<file path="src/rtl/imem_loader.sv">
// Boot loader: packs a little-endian byte stream into 32-bit words, writes them to
// instruction memory, and holds the core halted until the load completes.
module imem_loader #(
  parameter int unsigned ADDR_W = 9
) (
  input  logic              clk,
  input  logic              rst_n,
  input  logic              start,
  input  logic [ADDR_W:0]   num_words,
  input  logic              in_valid,
  input  logic [7:0]        in_data,
  output logic              in_ready,
  output logic              imem_we,
  output logic [ADDR_W-1:0] imem_addr,
  output logic [31:0]       imem_wdata,
  output logic              halt_reg,
  output logic              busy,
  output logic              done,
  output logic              bad_op,
  output logic              halt_seen
);

  localparam int unsigned CNT_W = ADDR_W + 1;
  localparam logic [CNT_W-1:0] DEPTH = {1'b1, {ADDR_W{1'b0}}};
  localparam logic [6:0] OP_HALT = 7'b0000001;

  typedef enum logic [1:0] {IDLE, RECV, WRITE, DONE} state_e;

  state_e            state_q, state_d;
  logic [1:0]        byte_idx_q, byte_idx_d;
  logic [31:0]       word_q, word_d;
  logic [CNT_W-1:0]  word_cnt_q, word_cnt_d;
  logic [CNT_W-1:0]  target_q, target_d;
  logic [ADDR_W-1:0] addr_q, addr_d;
  logic [31:0]       wdata_q, wdata_d;
  logic              we_q, we_d;
  logic              halt_q, halt_d;
  logic              busy_q, busy_d;
  logic              done_q, done_d;
  logic              bad_q, bad_d;
  logic              hseen_q, hseen_d;

  function automatic logic op_legal(input logic [6:0] op);
    case (op)
      7'b0110011, 7'b0010011, 7'b0000011, 7'b0100011, 7'b1100011,
      7'b1101111, 7'b1100111, 7'b0000001, 7'b0110111: op_legal = 1'b1;
      default:                                          op_legal = 1'b0;
    endcase
  endfunction

  // Next-state and registered-output computation
  always_comb begin
    state_d    = state_q;
    byte_idx_d = byte_idx_q;
    word_d     = word_q;
    word_cnt_d = word_cnt_q;
    target_d   = target_q;
    addr_d     = addr_q;
    wdata_d    = wdata_q;
    we_d       = 1'b0;
    done_d     = 1'b0;
    halt_d     = halt_q;
    bad_d      = bad_q;
    hseen_d    = hseen_q;

    case (state_q)
      IDLE: begin
        if (start) begin
          target_d   = (num_words > DEPTH) ? DEPTH : num_words;
          word_cnt_d = '0;
          byte_idx_d = '0;
          addr_d     = '0;
          bad_d      = 1'b0;
          hseen_d    = 1'b0;
          halt_d     = 1'b1;
          if (num_words == '0) begin
            state_d = DONE;
            done_d  = 1'b1;
            halt_d  = 1'b0;
          end else begin
            state_d = RECV;
          end
        end
      end
      RECV: begin
        if (in_valid) begin
          case (byte_idx_q)
            2'd0:    word_d[7:0]   = in_data;
            2'd1:    word_d[15:8]  = in_data;
            2'd2:    word_d[23:16] = in_data;
            default: word_d[31:24] = in_data;
          endcase
          byte_idx_d = byte_idx_q + 2'd1;
          if (byte_idx_q == 2'd3) begin
            state_d = WRITE;
            we_d    = 1'b1;
            wdata_d = word_d;
          end
        end
      end
      WRITE: begin
        bad_d      = bad_q | ~op_legal(wdata_q[6:0]);
        hseen_d    = hseen_q | (wdata_q[6:0] == OP_HALT);
        word_cnt_d = word_cnt_q + CNT_W'(1);
        if (word_cnt_q + CNT_W'(1) == target_q) begin
          state_d = DONE;
          done_d  = 1'b1;
          halt_d  = 1'b0;
        end else begin
          addr_d  = addr_q + ADDR_W'(1);
          state_d = RECV;
        end
      end
      default: state_d = IDLE;
    endcase

    busy_d = (state_d != IDLE);
  end

  always_ff @(posedge clk or negedge rst_n) begin
    if (!rst_n) begin
      state_q    <= IDLE;
      byte_idx_q <= '0;
      word_q     <= '0;
      word_cnt_q <= '0;
      target_q   <= '0;
      addr_q     <= '0;
      wdata_q    <= '0;
      we_q       <= 1'b0;
      halt_q     <= 1'b1;
      busy_q     <= 1'b0;
      done_q     <= 1'b0;
      bad_q      <= 1'b0;
      hseen_q    <= 1'b0;
    end else begin
      state_q    <= state_d;
      byte_idx_q <= byte_idx_d;
      word_q     <= word_d;
      word_cnt_q <= word_cnt_d;
      target_q   <= target_d;
      addr_q     <= addr_d;
      wdata_q    <= wdata_d;
      we_q       <= we_d;
      halt_q     <= halt_d;
      busy_q     <= busy_d;
      done_q     <= done_d;
      bad_q      <= bad_d;
      hseen_q    <= hseen_d;
    end
  end

  assign in_ready   = (state_q == RECV);
  assign imem_we    = we_q;
  assign imem_addr  = addr_q;
  assign imem_wdata = wdata_q;
  assign halt_reg   = halt_q;
  assign busy       = busy_q;
  assign done       = done_q;
  assign bad_op     = bad_q;
  assign halt_seen  = hseen_q;

endmodule
</file>
<file path="config.mk">
export PLATFORM = sky130hd
export DESIGN_NAME = imem_loader
export DESIGN_NICKNAME = d
export VERILOG_FILES = /design/src/rtl/imem_loader.sv
export SDC_FILE = /design/constraint.sdc
export NUM_CORES = 1
export LEC_CHECK = 0
export CORE_UTILIZATION = 30
export CTS_CLUSTER_SIZE = 25
export DETAILED_ROUTE_END_ITERATION = 12
export GPL_TIMING_DRIVEN = 0
export PLACE_DENSITY = 0.49
export SLEW_MARGIN = 15
export SYNTH_ARGS = -nofsm -noshare
export SYNTH_HDL_FRONTEND = slang
export SYNTH_SLANG_ARGS = --single-unit
</file>
<file path="constraint.sdc">
create_clock -name clk -period 6.5 [get_ports clk]
set_input_delay 0.65 -clock clk [delete_from_list [all_inputs] [get_ports clk]]
set_output_delay 0.65 -clock clk [all_outputs]
set_load 0.02 [all_outputs]
</file>
==> run_results.csv <==
group,metric,value,unit
logic_synthesis,synth_seq_cells,95,
final_layout,largest_reg_flops,32,
power,p_total,2580,uW
final_layout,diodes,0,
final_layout,fin_util,0.391,
timing,worst_slew_pin_slew,900,ps
logic_synthesis,synth-edff-count,0,
final_layout,fin_area,5920,um2
routing,drtAntennaViolNets,0,
timing,holdWs,145,ps
critical_path,start_kind,"register",
critical_path,crit_required,6730,ps
global_route,grt_first_pass_wirelength,18800,um
clock_tree,htree_levels,3,
final_layout,drive_gt1_frac,0.105,
critical_path,cp-end-kind,"register",
timing,fin_crit_sh,0.411,
routing,drt_iter0_markers,268,
timing,period_needed,2670,ps
critical_path,critical_path_class,"reg -> reg",
clock_tree,cts_tree,"done",
critical_path,reg2reg_depth,9,
final_layout,num-nets-final,565,
critical_path,cp.arrival,2900,ps
hold_path,min_path_type,"in -> async",
clock_tree,post_cts_buffers,0,
logic_synthesis,netlist_area,4640,um2
power,switchingPower,922,uW
logic_synthesis,yosys_warnings,0,
critical_path,path_max_fanout,8,
timing,slew_violations,0,
clock_tree,clock_latency,340,ps
timing,clock.fmax,374,MHz
floorplanning,die_area,16000,um2
placement,gp_congestion,0.789,
routing,wirelength,11400,um
clock_tree,root_buffer,"clkbuf_16",
timing,skew,4.23,ps
logic_synthesis,synthesis.nets,484,
routing,vias_per_cell,4.93,
critical_path,regToRegStartpoint,"word_cnt_q[1]",
clock_tree,clk_pin_slew_worst_paths,70,ps
floorplanning,top_level_ports,70,
outcome,outcome,"finished, final reports clean",
power,p_int,1660,uW
power,p_leak,0.00256,uW
power,combinationalPowerShare,0.401,
timing,fin_tns_setup,0,ps
placement,place_area,5600,um2
clock_tree,clockBufferDepth,2,
placement,port_buffers,69,
logic_synthesis,async_reset_ff_frac,1.00,
timing,setup_viol,0,
floorplanning,placementRows,45,
power,ir_drop,0.238,mV
timing,rsz0062_at_grt,"false",
global_route,grt_max_degree,75,
logic_synthesis,ys_seq_area_frac,0.512,
floorplanning,design.core.area,15100,um2
power,powerDensity,435,nW/um2
logic_synthesis,postSynthCellCount,456,
logic_synthesis,ys.flop_type,"dfrtp_1",
critical_path,crit_start,"word_cnt_q[1]",
power,clockPowerShare,0.223,
routing,wl_per_cell,15.6,um
power,swShare,0.358,
global_route,grt_overflow_total,0,
floorplanning,initial_core_util,0.307,
final_layout,area_growth,27.5,%
clock_tree,ctsHoldBuffers,0,
floorplanning,die_w,126,um
timing,slew_headroom,0.398,
logic_synthesis,synth_cell_types,55,
clock_tree,cts.sinks,95,
clock_tree,cts_resized,0,
global_route,grt_pass1_vias,3592,
global_route,antenna_found_initial,0,
floorplanning,die_height,126,um
timing,finalHoldViolCount,0,
run,drv_cap,0,
clock_tree,cts_inserted_buffers,9,
logic_synthesis,syn_avg_cell_area,10.2,um2
routing,drc_errors,0,
routing,vias,3602,
global_route,grt.total_usage,0.151,
power,p_seq_frac,0.376,
routing,drt_pre_antenna_iters,4,
placement,place_hpwl,8130,um
## worst paths after layout
check                            endpoint  slack [ps]
min reg2reg                imem_wdata[19]         480
min                          imem_addr[4]         140
max                          imem_addr[7]        3830
min in group clk           imem_wdata[19]         480
max reg2reg                  imem_addr[7]        3830
max in group asynchronous          bad_op        5710
## final cells by class
cell class / count / area, um2
Clock buffer: 11 / 233
Timing Repair Buffer: 70 / 719
Multi-Input combinational cell: 325 / 2090
Buffer: 27 / 143
Tap cell: 188 / 235
Fill cell: 1465 / 9230
Sequential cell: 95 / 2380
Clock inverter: 5 / 88.8
Inverter: 9 / 33.8
## stage by stage
stage,setup WS [ps],std cells
after CTS,3850,730
final,3830,730
after global placement,1040,713
after detailed placement,3860,714
after global routing,3630,730
after floorplan,4250,456
## metal layers
| metal | share of wire | vias to the layer above | global-route usage |
|---|---|---|---|
| met1 | 0.46 | 1755 | 0.188 |
| met3 | 0.051 | 5 | 0.0447 |
| li1 | - | 1760 | - |
| met4 | 0.0068 | 0 | 0.0298 |
| met5 | 0 | - | 0 |
| met2 | 0.48 | 82 | 0.260 |
## cells in the final DEF, fill, tap and decap left out, drive strengths merged, types with 2 or more instances in the layout
master         instances
a22o                   2
clkdlybuf4s50         68
nor2                  14
inv                   10
nand2                 90
o41ai                  3
nor2b                  3
a21oi                 11
and4                   2
ha                     6
and3                   2
o311ai                 2
o21bai                 3
xnor2                  4
nor4                   3
nand3                 17
o211ai                 7
o31ai                  2
o2111ai                2
a31oi                  3
bufinv                 2
or4                    3
clkinv                 2
and2                   3
a21o                   4
buf                   13
clkbuf                27
dfrtp                 94
mux2i                 26
or3                    2
mux2                  25
nand4                  3
o21ai                 49
nor3                   4
nand3b                 3
nand2b                11
xor2                   6
## Yosys cell counts, types with 2 or more instances
cell,n,area share
buf_6,4,0.0097
a21oi_1,11,0.012
or4_1,2,0.0032
nand2_1,90,0.073
inv_1,8,0.0065
nor2b_1,3,0.0040
dfrtp_1,94,0.51
xnor2_1,4,0.0075
nor2_1,14,0.011
nand3b_1,3,0.0049
nor4_1,3,0.0040
o31ai_1,2,0.0032
and2_1,2,0.0027
clkbuf_1,16,0.013
o41ai_1,3,0.0057
a21o_1,4,0.0065
a22o_1,2,0.0038
nand4_1,2,0.0027
and3_1,2,0.0027
o21ai_0,49,0.053
nand2b_1,11,0.015
nor3_1,4,0.0043
mux2i_1,26,0.056
buf_4,3,0.0049
buf_1,4,0.0032
mux2_2,25,0.061
o21bai_1,3,0.0049
o211ai_1,7,0.011
xor2_1,6,0.011
o311ai_0,2,0.0038
a31oi_1,3,0.0040
ha_1,6,0.016
nand3_1,16,0.017
## critical path, stage by stage, from the launching register on
cell       delay (ps)
dfrtp_1           480
ha_1              370
and2_0            170
clkbuf_1          260
nand3b_1          200
a221oi_4          360
o2111ai_4         250
and4_4            220
nor3_1            180
nand2_1            70
## cell families (layout without fill, tap and decap cells)
group,Yosys count,in the layout,share of synthesized area
AND/OR/NAND/NOR,164,164,0.168
flip-flops,95,95,0.512
AO/OA/AOI/OAI,94,94,0.130
multiplexers,51,51,0.117
buffers and inverters,36,122,0.0380
XOR/XNOR,10,10,0.0189
adder cells (fa/ha/maj),6,6,0.0162
## power by group through the flow
stage | sequential (uW) | combinational (uW) | clock, uW
2_1_floorplan | 1070 | 543 | 0
3_3_place_gp | 972 | 1030 | 0
3_5_place_dp | 979 | 1040 | 0
4_1_cts | 970 | 1050 | 596
5_1_grt | 1000 | 1140 | 619
6_report | 969 | 1030 | 575
No activity file was read; power rests on OpenSTA's default activity.
